### src/rtl/pipeline_sequencer_pkg.sv
// ---------------------------------------------------------------------------
// pipeline_sequencer_pkg
//   Shared definitions for the pipeline front-end sequencer:
//   - seq_state_t     : sequencer state encoding (FILL / RUN / FLUSHING)
//   - SEQ_NOP_DEFAULT : default opcode injected as a bubble
//   - BUBBLE_MAX      : saturation value of the bubble counter
//   - bubble_inc()    : saturating +1 for the bubble counter
// ---------------------------------------------------------------------------
package pipeline_sequencer_pkg;

  typedef enum logic [1:0] {
    SEQ_FILL     = 2'd0,
    SEQ_RUN      = 2'd1,
    SEQ_FLUSHING = 2'd2
  } seq_state_t;

  localparam logic [7:0] SEQ_NOP_DEFAULT = 8'h00;
  localparam logic [7:0] BUBBLE_MAX      = 8'hFF;

  // The bubble counter sticks at its maximum rather than wrapping, so a
  // long run of misses never makes the count look small again.
  function automatic logic [7:0] bubble_inc(input logic [7:0] value);
    return (value == BUBBLE_MAX) ? value : value + 8'd1;
  endfunction

endpackage

### src/rtl/pipeline_sequencer_pc_counter.sv
// ---------------------------------------------------------------------------
// pipeline_sequencer_pc_counter
//   Program counter register with load / hold / increment control.
//   Priority: reset > load > hold > increment; with none active it holds.
//   Ports:
//     i_clk, i_rst   : clock, synchronous active-high reset (PC <= RESET_PC)
//     i_load         : load i_load_value (flush target)
//     i_load_value   : new PC value for a load
//     i_hold         : keep the current PC (stall / bubble phases)
//     i_inc          : advance to the next address, wrapping FFFF -> 0000
//     o_pc           : registered program counter
// ---------------------------------------------------------------------------
module pipeline_sequencer_pc_counter #(
  parameter logic [15:0] RESET_PC = 16'h0000
) (
  input  logic        i_clk,
  input  logic        i_rst,
  input  logic        i_load,
  input  logic [15:0] i_load_value,
  input  logic        i_hold,
  input  logic        i_inc,
  output logic [15:0] o_pc
);

  logic [15:0] r_pc;

  // Hold outranks increment so the parent can flag a stall without having
  // to mask its own fetch-valid based increment request.
  always_ff @(posedge i_clk) begin
    if (i_rst) begin
      r_pc <= RESET_PC;
    end else if (i_load) begin
      r_pc <= i_load_value;
    end else if (i_hold) begin
      r_pc <= r_pc;
    end else if (i_inc) begin
      r_pc <= r_pc + 16'd1;
    end
  end

  assign o_pc = r_pc;

endmodule

### src/rtl/pipeline_sequencer.sv
// ---------------------------------------------------------------------------
// pipeline_sequencer
//   Front-end controller for the pipeline stage chain. Owns the PC, fetches
//   opcodes through a valid-qualified port, feeds stage 0, drives the common
//   stage-advance enable and injects NOP bubbles on reset fill, fetch misses
//   and flushes. All outputs are registered.
//   Ports:
//     i_clk, i_rst      : clock, synchronous active-high reset
//     o_fetch_addr      : current PC presented to program memory
//     i_fetch_data      : opcode at o_fetch_addr
//     i_fetch_valid     : i_fetch_data is valid this cycle
//     i_stall           : hold the pipeline (no advance, no fetch)
//     i_flush           : taken branch, discard fetched / in-flight opcodes
//     i_flush_addr      : new PC on a flush
//     o_stage0_opcode   : opcode driven into stage 0
//     o_advance         : stage latches capture on the next edge
//     o_busy_fill       : high while filling or flushing
//     o_bubble_count    : saturating count of injected bubbles
// ---------------------------------------------------------------------------
module pipeline_sequencer
  import pipeline_sequencer_pkg::*;
#(
  parameter int unsigned STAGES     = 3,
  parameter logic [7:0]  NOP_OPCODE = SEQ_NOP_DEFAULT,
  parameter logic [15:0] RESET_PC   = 16'h0000
) (
  input  logic        i_clk,
  input  logic        i_rst,
  output logic [15:0] o_fetch_addr,
  input  logic [7:0]  i_fetch_data,
  input  logic        i_fetch_valid,
  input  logic        i_stall,
  input  logic        i_flush,
  input  logic [15:0] i_flush_addr,
  output logic [7:0]  o_stage0_opcode,
  output logic        o_advance,
  output logic        o_busy_fill,
  output logic [7:0]  o_bubble_count
);

  localparam logic [3:0] L_CNT_FILL  = 4'(STAGES);
  localparam logic [3:0] L_CNT_FLUSH = 4'(STAGES - 1);

  seq_state_t  r_state;
  logic [3:0]  r_cnt;
  logic [7:0]  r_opcode;
  logic        r_advance;
  logic        r_busy;
  logic [7:0]  r_bubbles;

  logic        w_pc_load;
  logic        w_pc_hold;
  logic        w_pc_inc;

  // Flushes are honoured everywhere except during the reset fill. Outside
  // RUN the PC is parked (fill, or sitting on the flush target while the
  // bubbles drain); in RUN a stall parks it and a valid fetch moves it on.
  assign w_pc_load = i_flush && (r_state != SEQ_FILL);
  assign w_pc_hold = (r_state != SEQ_RUN) || i_stall;
  assign w_pc_inc  = (r_state == SEQ_RUN) && i_fetch_valid;

  pipeline_sequencer_pc_counter #(
    .RESET_PC (RESET_PC)
  ) u_pc (
    .i_clk        (i_clk),
    .i_rst        (i_rst),
    .i_load       (w_pc_load),
    .i_load_value (i_flush_addr),
    .i_hold       (w_pc_hold),
    .i_inc        (w_pc_inc),
    .o_pc         (o_fetch_addr)
  );

  // Sequencer FSM. r_cnt holds the number of bubbles still to emit in FILL
  // and FLUSHING; the state flips to RUN on the edge that emits the last
  // one, so the following edge already fetches. r_busy is kept in step with
  // the next state so it is a clean registered output.
  always_ff @(posedge i_clk) begin
    if (i_rst) begin
      r_state   <= SEQ_FILL;
      r_cnt     <= L_CNT_FILL;
      r_opcode  <= NOP_OPCODE;
      r_advance <= 1'b0;
      r_busy    <= 1'b1;
      r_bubbles <= 8'd0;
    end else begin
      case (r_state)
        SEQ_FILL: begin
          r_opcode  <= NOP_OPCODE;
          r_advance <= 1'b1;
          r_bubbles <= bubble_inc(r_bubbles);
          r_cnt     <= r_cnt - 4'd1;
          if (r_cnt <= 4'd1) begin
            r_state <= SEQ_RUN;
            r_busy  <= 1'b0;
          end
        end
        SEQ_RUN: begin
          if (i_flush) begin
            r_opcode  <= NOP_OPCODE;
            r_advance <= 1'b1;
            r_bubbles <= bubble_inc(r_bubbles);
            if (STAGES > 1) begin
              r_state <= SEQ_FLUSHING;
              r_cnt   <= L_CNT_FLUSH;
              r_busy  <= 1'b1;
            end
          end else if (i_stall) begin
            r_advance <= 1'b0;
          end else if (i_fetch_valid) begin
            r_opcode  <= i_fetch_data;
            r_advance <= 1'b1;
          end else begin
            r_opcode  <= NOP_OPCODE;
            r_advance <= 1'b1;
            r_bubbles <= bubble_inc(r_bubbles);
          end
        end
        SEQ_FLUSHING: begin
          r_opcode  <= NOP_OPCODE;
          r_advance <= 1'b1;
          r_bubbles <= bubble_inc(r_bubbles);
          if (i_flush) begin
            r_cnt <= L_CNT_FLUSH;
          end else begin
            r_cnt <= r_cnt - 4'd1;
            if (r_cnt <= 4'd1) begin
              r_state <= SEQ_RUN;
              r_busy  <= 1'b0;
            end
          end
        end
        default: begin
          r_state   <= SEQ_FILL;
          r_cnt     <= L_CNT_FILL;
          r_opcode  <= NOP_OPCODE;
          r_advance <= 1'b0;
          r_busy    <= 1'b1;
        end
      endcase
    end
  end

  assign o_stage0_opcode = r_opcode;
  assign o_advance       = r_advance;
  assign o_busy_fill     = r_busy;
  assign o_bubble_count  = r_bubbles;

endmodule

### config.mk
export PLATFORM = sky130hd
export DESIGN_NAME = pipeline_sequencer
export DESIGN_NICKNAME = d
export VERILOG_FILES = /design/src/rtl/pipeline_sequencer_pkg.sv /design/src/rtl/pipeline_sequencer_pc_counter.sv /design/src/rtl/pipeline_sequencer.sv
export SDC_FILE = /design/constraint.sdc
export NUM_CORES = 1
export LEC_CHECK = 0
export ABC_CLOCK_PERIOD_IN_PS = 2580
export CAP_MARGIN = 25
export CORE_UTILIZATION = 27
export CTS_CLUSTER_SIZE = 20
export DETAILED_ROUTE_END_ITERATION = 6
export GPL_TIMING_DRIVEN = 0
export PLACE_DENSITY = 0.59
export RECOVER_POWER = 100
export SLEW_MARGIN = 20
export SYNTH_ARGS = -nofsm -noshare
export SYNTH_HDL_FRONTEND = slang
export SYNTH_SLANG_ARGS = --single-unit
### constraint.sdc
create_clock -name i_clk -period 2.58 [get_ports i_clk]
set_clock_uncertainty 0.05 [all_clocks]
set_input_delay 0.387 -clock i_clk [delete_from_list [all_inputs] [get_ports i_clk]]
set_output_delay 0.387 -clock i_clk [all_outputs]
set_load 0.01 [all_outputs]
==> results of run 1 <==
Yosys cell counts, drive strengths merged:
| master | number |
|---|---|
| and3 | 1 |
| and4bb | 1 |
| o21ba | 1 |
| xor2 | 8 |
| a21oi | 8 |
| nor3 | 4 |
| o21a | 1 |
| o21ai | 5 |
| mux2i | 1 |
| or4 | 7 |
| or2 | 1 |
| nand4 | 6 |
| and4 | 1 |
| nor4b | 1 |
| a22oi | 10 |
| a31oi | 1 |
| ha | 4 |
| o41ai | 1 |
| nand3b | 1 |
| buf | 3 |
| o22ai | 2 |
| or4b | 2 |
| a21o | 1 |
| or3 | 3 |
| dfxtp | 40 |
| nor2 | 36 |
| mux2 | 4 |
| xnor2 | 4 |
| o32a | 1 |
| inv | 8 |
| a211oi | 11 |
| a311oi | 5 |
| nor4 | 5 |
| nand3 | 9 |
| nand4bb | 1 |
| clkbuf | 11 |
| o31ai | 6 |
| nor2b | 6 |
| nand2 | 10 |
| nand2b | 9 |
through the flow:
step	util (%)	worst slack (ns)
5_1_grt	39.5	0.142
6_report	39.5	0.251
4_1_cts	39.5	0.311
3_5_place_dp	38.3	0.0234
3_3_place_gp	38.3	0.0554
2_1_floorplan	-	0.611
kinds of logic (layout without fill, tap and decap cells):
family | after synthesis | after routing | share of synthesized area [%]
buffers and inverters | 22 | 92 | 4.19
adders and majority gates | 4 | 4 | 2.46
and+or+nand+nor | 104 | 104 | 27.6
muxes | 5 | 5 | 2.71
xor gates and xnor gates | 12 | 12 | 5.18
AOI/OAI and AO/OA | 53 | 53 | 18.4
DFF | 40 | 40 | 39.4
power by group:
group	switching (mW)	internal [mW]	total, mW
sequential	0.167	0.750	0.917
clock	0.211	0.218	0.429
combinational	0.376	0.380	0.756
total	0.754	1.35	2.10
worst register-to-register path, delay by kind of cell (launching register included):
kind                     cells  cell delay (ns)
AO/OA/AOI/OAI                1             0.22
XOR/XNOR                     1             0.16
adder cells (fa/ha/maj)      1             0.24
flip-flops                   1             0.47
AND/OR/NAND/NOR              2             0.87
registers in the layout (all words and copies together) (netlist names):
| name | flops |
|---|---|
| u_pc.o_pc | 16 |
| o_bubble_count | 8 |
| o_stage0_opcode | 8 |
| r_cnt | 4 |
| r_state | 2 |
| o_advance | 1 |
| o_busy_fill | 1 |
layer usage:
layer / vias to the layer above / part of all wire [%]
met1: 926 / 48
met4: 0 / 1.2
met2: 59 / 45
met5: - / 0
met3: 6 / 5.9
li1: 1019 / -
final timing paths:
check / start / endpoint / slack, ns / cells past startpoint
worst max-delay path: i_flush / u_pc.o_pc[11] / 0.25 / 6
worst min register to register: o_busy_fill / o_busy_fill / 0.44 / 2
worst min-delay path: o_busy_fill / o_busy_fill / 0.44 / 2
worst max register to register: u_pc.o_pc[0] / u_pc.o_pc[10] / 0.50 / 5
cell type report:
class / instances / area, um2 / share of cell area, %
buffer: 14 / 53.8 / 1.88
clock buffer: 8 / 90.1 / 3.15
inverter: 8 / 30.0 / 1.05
multi-input combinational: 178 / 1140 / 40.0
sequential: 40 / 801 / 28.0
tap: 99 / 124 / 4.33
timing repair buffer: 62 / 621 / 21.7
layout by cell type, fill, tap and decap left out, types with 9 or more instances in the layout:
master            n
nand2_1          10
nand2b_1          9
clkbuf_1         15
a22oi_1          10
clkdlybuf4s50_1  26
dfxtp_1          40
dlygate4sd3_1    36
nand3_1           9
a211oi_1         11
nor2_1           36
==> flow_metrics.py, run 1 <==
metrics = {
    "detailed_routing": {
        "remaining_drc_errors": 0,
        "drtAntennaViolNets": 0,
        "totalWireLength_um": 5260,
        "first_iter_violations": 87,
        "via_per_inst": 4.91,
        "vias": 2010,
        "wl_per_cell_um": 12.9,
        "first_pass_iters": 4,
    },
    "die": {
        "initial_core_util_pct": 28.0,
        "dieArea_mm2": 0.00787,
        "die_w_um": 88.7,
        "die_y_um": 88.7,
        "coreArea_mm2": 0.00725,
        "row_count": 31,
        "io_pins": 63,
    },
    "synthesis": {
        "avgSynthCellArea_um2": 8.46,
        "ys_seq_elements": 40,
        "synth_top_cell_area_share_pct": 39.4,
        "yosysUniqueCellTypes": 44,
        "ys_seq_area_share_pct": 39.4,
        "syn-cell-area_mm2": 0.00203,
        "yosys_warnings": 0,
        "synth_area_leader_cell": "dfxtp_1",
        "syn_inst": 240,
        "syn-num-nets": 273,
        "synth_area_leaders": "dfxtp_1 (39%), nor2_1 (6.7%), a211oi_1 (4.1%), a22oi_1 (3.7%), xor2_1 (3.5%)",
    },
    "clocking": {
        "root_buffer": "clkbuf_8",
        "cts_buffer_depth": 2,
        "clk_pin_slew_ns": 0.08,
        "clk_latency_ns": 0.28,
        "cts_sinks": 40,
        "cts_tree": "built",
        "cts_setup_buffers": 0,
        "cts_resized": 0,
        "hold_buffers": 0,
        "numCtsBuffers": 5,
        "h-tree-depth": 2,
    },
    "min_path": {
        "hold_class": "reg2reg",
    },
    "sta": {
        "setup_viol": 0,
        "fmax_mhz": 429,
        "setup_tns_ns": 0,
        "max_slew_margin_pct": 34.0,
        "finalCritPeriodShare_pct": 90.3,
        "fin_crit_ns": 2.33,
        "holdWs_ns": 0.436,
        "worst_pin_slew_ns": 0.980,
        "rsz0062_at_grt": "no",
        "hold_viol": 0,
        "drv_slew": 0,
    },
    "pwr": {
        "p_per_area_mw_per_mm2": 734,
        "vdd_drop_max_uv": 312,
        "p_leak_nw": 1.08,
        "power_mw": 2.10,
    },
    "worst_setup_path": {
        "cp-end-kind": "flip-flop",
        "cp_max_fo": 9,
        "crit_path_max_incr_delay_ns": 0.58,
        "critPathArrivalTime_ns": 2.50,
        "critPathRequiredTime_ns": 2.75,
        "cp_top_family": "simple AND/OR/NAND/NOR gates",
        "crit_chain": "dlygate4sd3_1 > or4b_1 > clkbuf_1 > or4_1 > o32a_1 > o21ai_0",
        "worstSetupStartpointType": "primary input",
        "path_buf_inv": 2,
        "critPathSlowestCell": "dlygate4sd3_1",
        "path_class": "in2reg",
    },
    "flow_run": {
        "cap_violations": 0,
    },
    "placed_design": {
        "routabilityCongestion": 0.780,
        "io_buffers": 62,
        "dpl_cell_area_mm2": 0.00278,
        "dp_cells": 401,
        "dp_hpwl_um": 3890,
    },
    "finish": {
        "nFillCells": 762,
        "syn_to_final_growth_pct": 41.0,
        "drive_gt1_share_pct": 5.48,
        "num-nets-final": 342,
        "diodes": 0,
        "stdcell_count": 409,
        "final_area_mm2": 0.00286,
    },
    "global_routing": {
        "grt.overflow.total": 0,
        "antenna_found_initial": 0,
        "grt_pass1_vias": 1862,
        "met2_usage_pct": 22.0,
        "grt_pass1_wl_um": 8590,
        "busiest_layer": "met2",
        "use_met3_pct": 3.73,
        "grt_use_met1_pct": 18.2,
        "grt_max_degree": 12,
        "grt_usage_pct": 13.9,
    },
    "outcome": {
        "status": "completed",
    },
}
Note: power is estimated with default switching activity, not from simulation.
==> run 2, diff against run 1 <==
Settings changed: CTS_CLUSTER_DIAMETER set to 200, CTS_CLUSTER_SIZE 20 to not set.
==> results of run 2 <==
Final layout, timing and power as in run 1 (identical DEF).
